--- src/rtl/scan_decoder.sv ---
// scan_decoder -- registered N-to-2^N decoder with a valid/ready input handshake.
//
// It drives select or enable lines (LED banks, chip selects, mux strobes) from a
// narrow index bus. There are four modes:
//   00 one-hot             y[i] = (i == sel)
//   01 thermometer         y[i] = (i <= sel)
//   10 auto-scan           a one-hot bit walks upward from sel and stays
//                          dwell+1 cycles at each position
//   11 active-low one-hot  y[i] = (i != sel)
//
// Handshake: in_ready = en, and it is combinational. A transfer (accept) happens
// on a rising edge where in_valid & in_ready are both high. On an accept the block
// captures sel, mode and dwell, and y/y_valid show the result one cycle later.
// The block can accept every cycle, and the newest accept always wins. Inputs
// presented without an accept are ignored.
//
// Ports:
//   clk, rst          rising-edge clock; asynchronous active-high reset
//   en                block enable; low forces IDLE on the next edge and
//                     takes priority over in_valid
//   in_valid/in_ready input handshake
//   sel, mode, dwell  decode index / scan start, mode select, scan dwell
//   y, y_valid        registered decoded output and its qualifier
//   scan_wrap         one-cycle pulse on the edge where a scan wraps to bit 0
//   state_dbg         current FSM state (0 IDLE, 1 HOLD, 2 SCAN)
module scan_decoder #(
  parameter int IN_W    = 3,
  parameter int DWELL_W = 8
) (
  input  logic                  clk,
  input  logic                  rst,
  input  logic                  en,
  input  logic                  in_valid,
  output logic                  in_ready,
  input  logic [IN_W-1:0]       sel,
  input  logic [1:0]            mode,
  input  logic [DWELL_W-1:0]    dwell,
  output logic [(1<<IN_W)-1:0]  y,
  output logic                  y_valid,
  output logic                  scan_wrap,
  output logic [1:0]            state_dbg
);

  localparam int OUT_W = 1 << IN_W;

  typedef enum logic [1:0] {
    IDLE = 2'd0,
    HOLD = 2'd1,
    SCAN = 2'd2
  } state_t;

  state_t               state_q, state_n;
  logic [OUT_W-1:0]     y_q, y_n;
  logic                 vld_q, vld_n;
  logic                 wrap_q, wrap_n;
  logic [IN_W-1:0]      pos_q, pos_n;
  logic [DWELL_W-1:0]   cnt_q, cnt_n;
  logic [DWELL_W-1:0]   dwell_q, dwell_n;
  logic                 accept;

  function automatic logic [OUT_W-1:0] decode(input logic [1:0] m,
                                              input logic [IN_W-1:0] s);
    logic [OUT_W-1:0] r;
    r = '0;
    for (int i = 0; i < OUT_W; i++) begin
      case (m)
        2'b01:   r[i] = (i <= int'(s));
        2'b11:   r[i] = (i != int'(s));
        default: r[i] = (i == int'(s));
      endcase
    end
    return r;
  endfunction

  assign in_ready  = en;
  assign accept    = in_valid & en;
  assign y         = y_q;
  assign y_valid   = vld_q;
  assign scan_wrap = wrap_q;
  assign state_dbg = state_q;

  always_ff @(posedge clk or posedge rst) begin
    if (rst) begin
      state_q <= IDLE;
      y_q     <= '0;
      vld_q   <= 1'b0;
      wrap_q  <= 1'b0;
      pos_q   <= '0;
      cnt_q   <= '0;
      dwell_q <= '0;
    end else begin
      state_q <= state_n;
      y_q     <= y_n;
      vld_q   <= vld_n;
      wrap_q  <= wrap_n;
      pos_q   <= pos_n;
      cnt_q   <= cnt_n;
      dwell_q <= dwell_n;
    end
  end

  always_comb begin
    state_n = state_q;
    y_n     = y_q;
    vld_n   = vld_q;
    wrap_n  = 1'b0;
    pos_n   = pos_q;
    cnt_n   = cnt_q;
    dwell_n = dwell_q;

    if (!en) begin
      state_n = IDLE;
      y_n     = '0;
      vld_n   = 1'b0;
      cnt_n   = '0;
    end else if (accept) begin
      vld_n = 1'b1;
      cnt_n = '0;
      if (mode == 2'b10) begin
        // The first scan position is sel itself and never pulses scan_wrap.
        state_n = SCAN;
        pos_n   = sel;
        dwell_n = dwell;
        y_n     = decode(2'b00, sel);
      end else begin
        state_n = HOLD;
        y_n     = decode(mode, sel);
      end
    end else begin
      case (state_q)
        SCAN: begin
          if (cnt_q == dwell_q) begin
            cnt_n  = '0;
            // pos is IN_W bits wide, so OUT_W-1 rolls over to 0 naturally.
            pos_n  = pos_q + 1'b1;
            y_n    = decode(2'b00, pos_n);
            wrap_n = (pos_q == {IN_W{1'b1}});
          end else begin
            cnt_n = cnt_q + 1'b1;
          end
        end
        HOLD:    state_n = HOLD;
        default: state_n = IDLE;
      endcase
    end
  end

endmodule

--- config.mk ---
export PLATFORM = sky130hd
export DESIGN_NAME = scan_decoder
export DESIGN_NICKNAME = d
export VERILOG_FILES = /design/src/rtl/scan_decoder.sv
export SDC_FILE = /design/constraint.sdc
export NUM_CORES = 1
export LEC_CHECK = 0
export BUFFER_PORTS_ARGS = -buffer_cell sky130_fd_sc_hd__buf_2
export CAP_MARGIN = 20
export CORE_ASPECT_RATIO = 1.4
export CORE_MARGIN = 2
export CORE_UTILIZATION = 55
export DETAILED_ROUTE_END_ITERATION = 16
export GPL_ROUTABILITY_DRIVEN = 0
export HOLD_SLACK_MARGIN = 0.08
export PLACE_DENSITY = 0.81
export SLEW_MARGIN = 20
export SYNTH_ARGS = -nofsm -noshare
export SYNTH_HDL_FRONTEND = slang
export SYNTH_SLANG_ARGS = --single-unit
--- constraint.sdc ---
create_clock -name clk -period 2.3 [get_ports clk]
set_clock_uncertainty 0.05 [all_clocks]
set_input_delay 0.115 -clock clk [delete_from_list [all_inputs] [get_ports clk]]
set_output_delay 0.115 -clock clk [all_outputs]
set_load 0.02 [all_outputs]
-- Word-level counts from Yosys, hierarchy flattened
Cells that the tools add are included.
- divide/modulo/power cells: 0
- mux-type cells: 31
- bitwise logic cells: 1
- $add $sub $neg: 2
- multiply operators: 0
- reductions and logical operators: 8
- equality and inequality tests: 33
- $lt $le $gt $ge: 7
- shift operators: 0
- operator list (kind ; number):
    $mux 8 ; 9
    $eq 3x3->1 const A ; 8
    $pmux 1 s2 ; 8
    $eq 2x3->1 const A ; 4
    $le 3x3->1 const A ; 4
    $mux 3 ; 4
    $ne 3x3->1 const A ; 4
    $add 8x1->8 const B ; 1
    $eq 8x8->1 ; 1
    $eq 1x3->1 const A ; 2
    $eq 2x2->1 const B ; 3
    $le 2x3->1 const A ; 2
    $logic_not 3->1 ; 2
    $mux 1 ; 6
    $mux 2 ; 3
    $ne 2x3->1 const A ; 2
    $ne 3x1->1 const B ; 2
    $eq 2x1->1 const B ; 2
    $ne 2x1->1 const B ; 2
    $pmux 2 s2 ; 1
    $reduce_and 4->1 ; 1
    $reduce_bool 2->1 ; 2
    $add 3x1->3 const B ; 1
    $eq 3x3->1 const B ; 1
    other kinds (7) ; 7
- bits in registers: 31
- RAM bits: 0
- memories: 0
- input port bits: 17
- output and inout port bits: 13
- bits in read-only memories: 0
- logic and storage cells: 89
- bits in latches: 0

-- Longest topological paths before layout
- depth after elaboration: 6
- gate-level depth with buffers: 7
- depth with buffers taken out: 6

-- Least setup slack after synthesis
No wires, ideal clock.
- path kind: register to register
- from: register cnt_q[3]
- to: register y_q[0] (netlist: y[0])
- data arrival time: 1704 ps
- buffers on the path: 0
- period minus slack after synthesis: 1879 ps
- setup slack: 421 ps
- stages on the path, launching flop included: 6
- data required time: 2125 ps
- setup time: 125 ps
- cells stage by stage: dfrtp_1 > xor2_1 > nor4_4 > nand4_4 > o21ai_4 > mux2_4
- cells in the longest elaborated chain, start to end: 3
- RTL lines (element ; RTL line ; source):
    start, declared ; 57 ; logic [DWELL_W-1:0] cnt_q, cnt_n;
    start signal, assigned ; 97 ; cnt_q <= cnt_n;
    $eq 8x8->1 ; 132 ; if (cnt_q == dwell_q) begin
    $ne 3x1->1 (no source line) ; - ;
    $reduce_and 2->1 (no source line) ; - ;
    end signal, assigned ; 93 ; y_q <= y_n;
    end, declared ; 53 ; logic [OUT_W-1:0] y_q, y_n;
No other way between the ends.
A chain may end at the register's enable or synchronous reset.

-- Final worst setup path
Ends and elaborated chain as after synthesis.

==> metrics.cfg <==
[job]
maxCapViolCount = 0

[synth]
syn_area_per_cell_um2 = 9.64
ys_ff_latch = 31
ys.warnings.count = 0
syn_nets = 222
synth_area_um2 = 1910
ys_seq_area_share_pct = 40.7
synthArstFlopShare_pct = 100
postSynthCellCount = 198
synth_flop_cell = dfrtp_1
synth-edff-count = 0
synth_cell_type_count = 45

[critical_path]
crit_chain = xor2_1, nor4_4, nand4_4, o21ai_4, mux2_4
cpMaxStageDelayCell = dfrtp_1
arrival_ns = 2.08
required_ns = 2.41
r2r_cells = 5
critPathLaunchType = flip-flop
cpPeakStageDelay_ns = 0.42
worstSetupPathType = reg2reg
cp_max_fo = 9
endpoint_kind = flip-flop

[status]
outcome = completed

[floorplan]
die_area_um2 = 3960
die_w_um = 53.8
die_h_um = 73.7
core_area_um2 = 3350
rows = 25
io_pins = 30
start_util_pct = 57.0

[drt]
via_per_inst = 5.79
drtPass1Iterations = 4
ant_nets = 0
drt_wl_total_um = 4330
wl_per_cell_um = 15.7
vias = 1593
drcViolationCount = 0
drt_iter0_drc = 39

[final_layout]
nets = 258
final_cell_area_um2 = 2240
multi_input_area_um2 = 1040
antenna_cells = 0
final_cell_mix = dfrtp_1 (31), buf_2 (29), nand2_1 (18), nor2_1 (14), o21ai_0 (12)
layout_commonest_cell = dfrtp_1
drive_above_1_share_pct = 23.8
fillers = 289
syn2layout_area_growth_pct = 17.5
seq_area_um2 = 776

[timing]
fmax_ghz = 0.509
rsz0062_at_grt = no
maxSlewHeadroom_pct = 60.4
fin_crit_ns = 1.97
drv_slew = 0
fin_setup_tns_ns = 0
worst_pin_slew_ns = 0.593
period_share_pct = 85.4
hold_viol = 0
setup_viol = 0

[global_routing]
antenna_found_initial = 0
grt_max_degree = 32
gr-usage-all-layers_pct = 25.1
first_global_vias = 1609
grt_pass1_wl_um = 7170
grt-ovfl-total = 0

[placed_design]
dpl_cell_area_um2 = 2070
hpwlAfterDp_um = 3150
portBuffers = 29

[power_and_ir_drop]
power.total_uw = 1410
p_leak_uw = 0.00104
vdd_drop_max_mv = 0.407
powerDensity_nw_per_um2 = 627

[clock_tree]
cts_buffers = 5
htreeDepth = 2
insertion_delay_ns = 0.28
clockBufferDepth = 2
cts.reportedPaths.clkPinSlew_ns = 0.07
cts_tree = built
cts.repair.resized = 0
cts_sinks = 31
cts-root-buf = clkbuf_8

[min_path]
hp-class = in2reg
hold_path_depth = 3

-- flip-flops by register name (all words and copies together), names as in the netlist --
signal and cells:
cnt_q 8, dwell_q 8, state_dbg 2, pos_q 3, scan_wrap 1, y 8
y_valid 1
-- power breakdown --
group          internal, µW  switching (µW)
Clock                   212             194
Combinational           153             190
Sequential              606            49.3
Total                   971             434
-- what timing repair did --
item	in CTS	in global routing
hold buffers	9	0
endpoints found under the hold margin	39	0
buffers inserted	0	0
-- path summary, 6_finish.rpt --
| path | to | slack (ns) | start |
|---|---|---|---|
| worst min-delay path | y[7] | 0.12 | en |
| worst max-delay path | y[0] | 0.33 | cnt_q[3] |
| worst max register to register | y[0] | 0.33 | cnt_q[3] |
| worst min register to register | y_valid | 0.46 | y_valid |
| min in group asynchronous | dwell_q[1] | 0.42 | rst |
| max in group asynchronous | dwell_q[3] | 1.49 | rst |
-- layout make-up --
type	instances	area share, %
Clock inverter	1	0.223
Inverter	9	1.51
Timing Repair Buffer	41	11.5
Sequential cell	31	34.6
Clock buffer	7	3.40
Tap cell	40	2.23
Multi-Input combinational cell	146	46.5
-- cells in the mapped netlist (2+ instances only) --
master	instances	area [µm²]
a22o_1	2	17.5
inv_1	9	33.8
nor2_1	14	52.6
ha_1	7	87.6
dfrtp_1	31	776
and3_1	2	12.5
a31oi_1	2	12.5
buf_2	2	10.0
or3_1	2	12.5
xor2_1	10	87.6
nand4_1	3	18.8
nand2_1	18	67.6
mux2_4	3	45.0
mux2_2	8	90.1
buf_4	2	15.0
and2_1	2	12.5
o31ai_1	2	15.0
a22oi_1	2	15.0
clkbuf_1	7	26.3
o21ai_0	12	60.1
xnor2_1	3	26.3
nor3_1	6	30.0
nand3_1	7	35.0
mux2i_1	5	50.1
a21oi_1	8	40.0
nand3b_1	5	37.5
nor2b_1	2	12.5
nand2b_1	4	25.0
nor3b_1	2	15.0
-- cell families (layout without fill, tap and decap cells) --
family          after synthesis  in the layout  synth area share [%]
mux                          16             16                  9.71
fa+ha+maj                     7              7                  4.59
compound gates               37             37                  12.9
xor+xnor                     13             13                  5.97
simple gates                 73             73                  21.5
buf+inv                      21             58                  4.66
flops                        31             31                  40.7
-- worst max-delay path, delay by kind of cell (launching register included) --
family / cells / cell delay [ns]
xor gates and xnor gates: 1 / 0.19
DFF: 1 / 0.42
muxes: 1 / 0.33
AOI/OAI and AO/OA: 1 / 0.33
and+or+nand+nor: 2 / 0.52
-- metrics by stage --
step                utilization (%)  std cells  worst slack (ns)  hold slack (ns)
floorplan                         -        198             0.421            0.169
global placement               61.9        258             0.418            0.153
detailed placement             61.9        258             0.331            0.174
CTS                            67.0        275             0.330            0.121
global route                   67.0        275             0.255            0.157
finish                         67.0        275             0.335            0.125
-- per-layer routing --
metal | part of all wire, % | vias up | GRT usage (%)
li1 | - | 771 | -
met1 | 41 | 767 | 28.6
met2 | 52 | 41 | 42.5
met3 | 3.7 | 14 | 3.46
met4 | 3.1 | 0 | 15.7
met5 | 0 | - | 0
(Power assumes the default switching activity.)
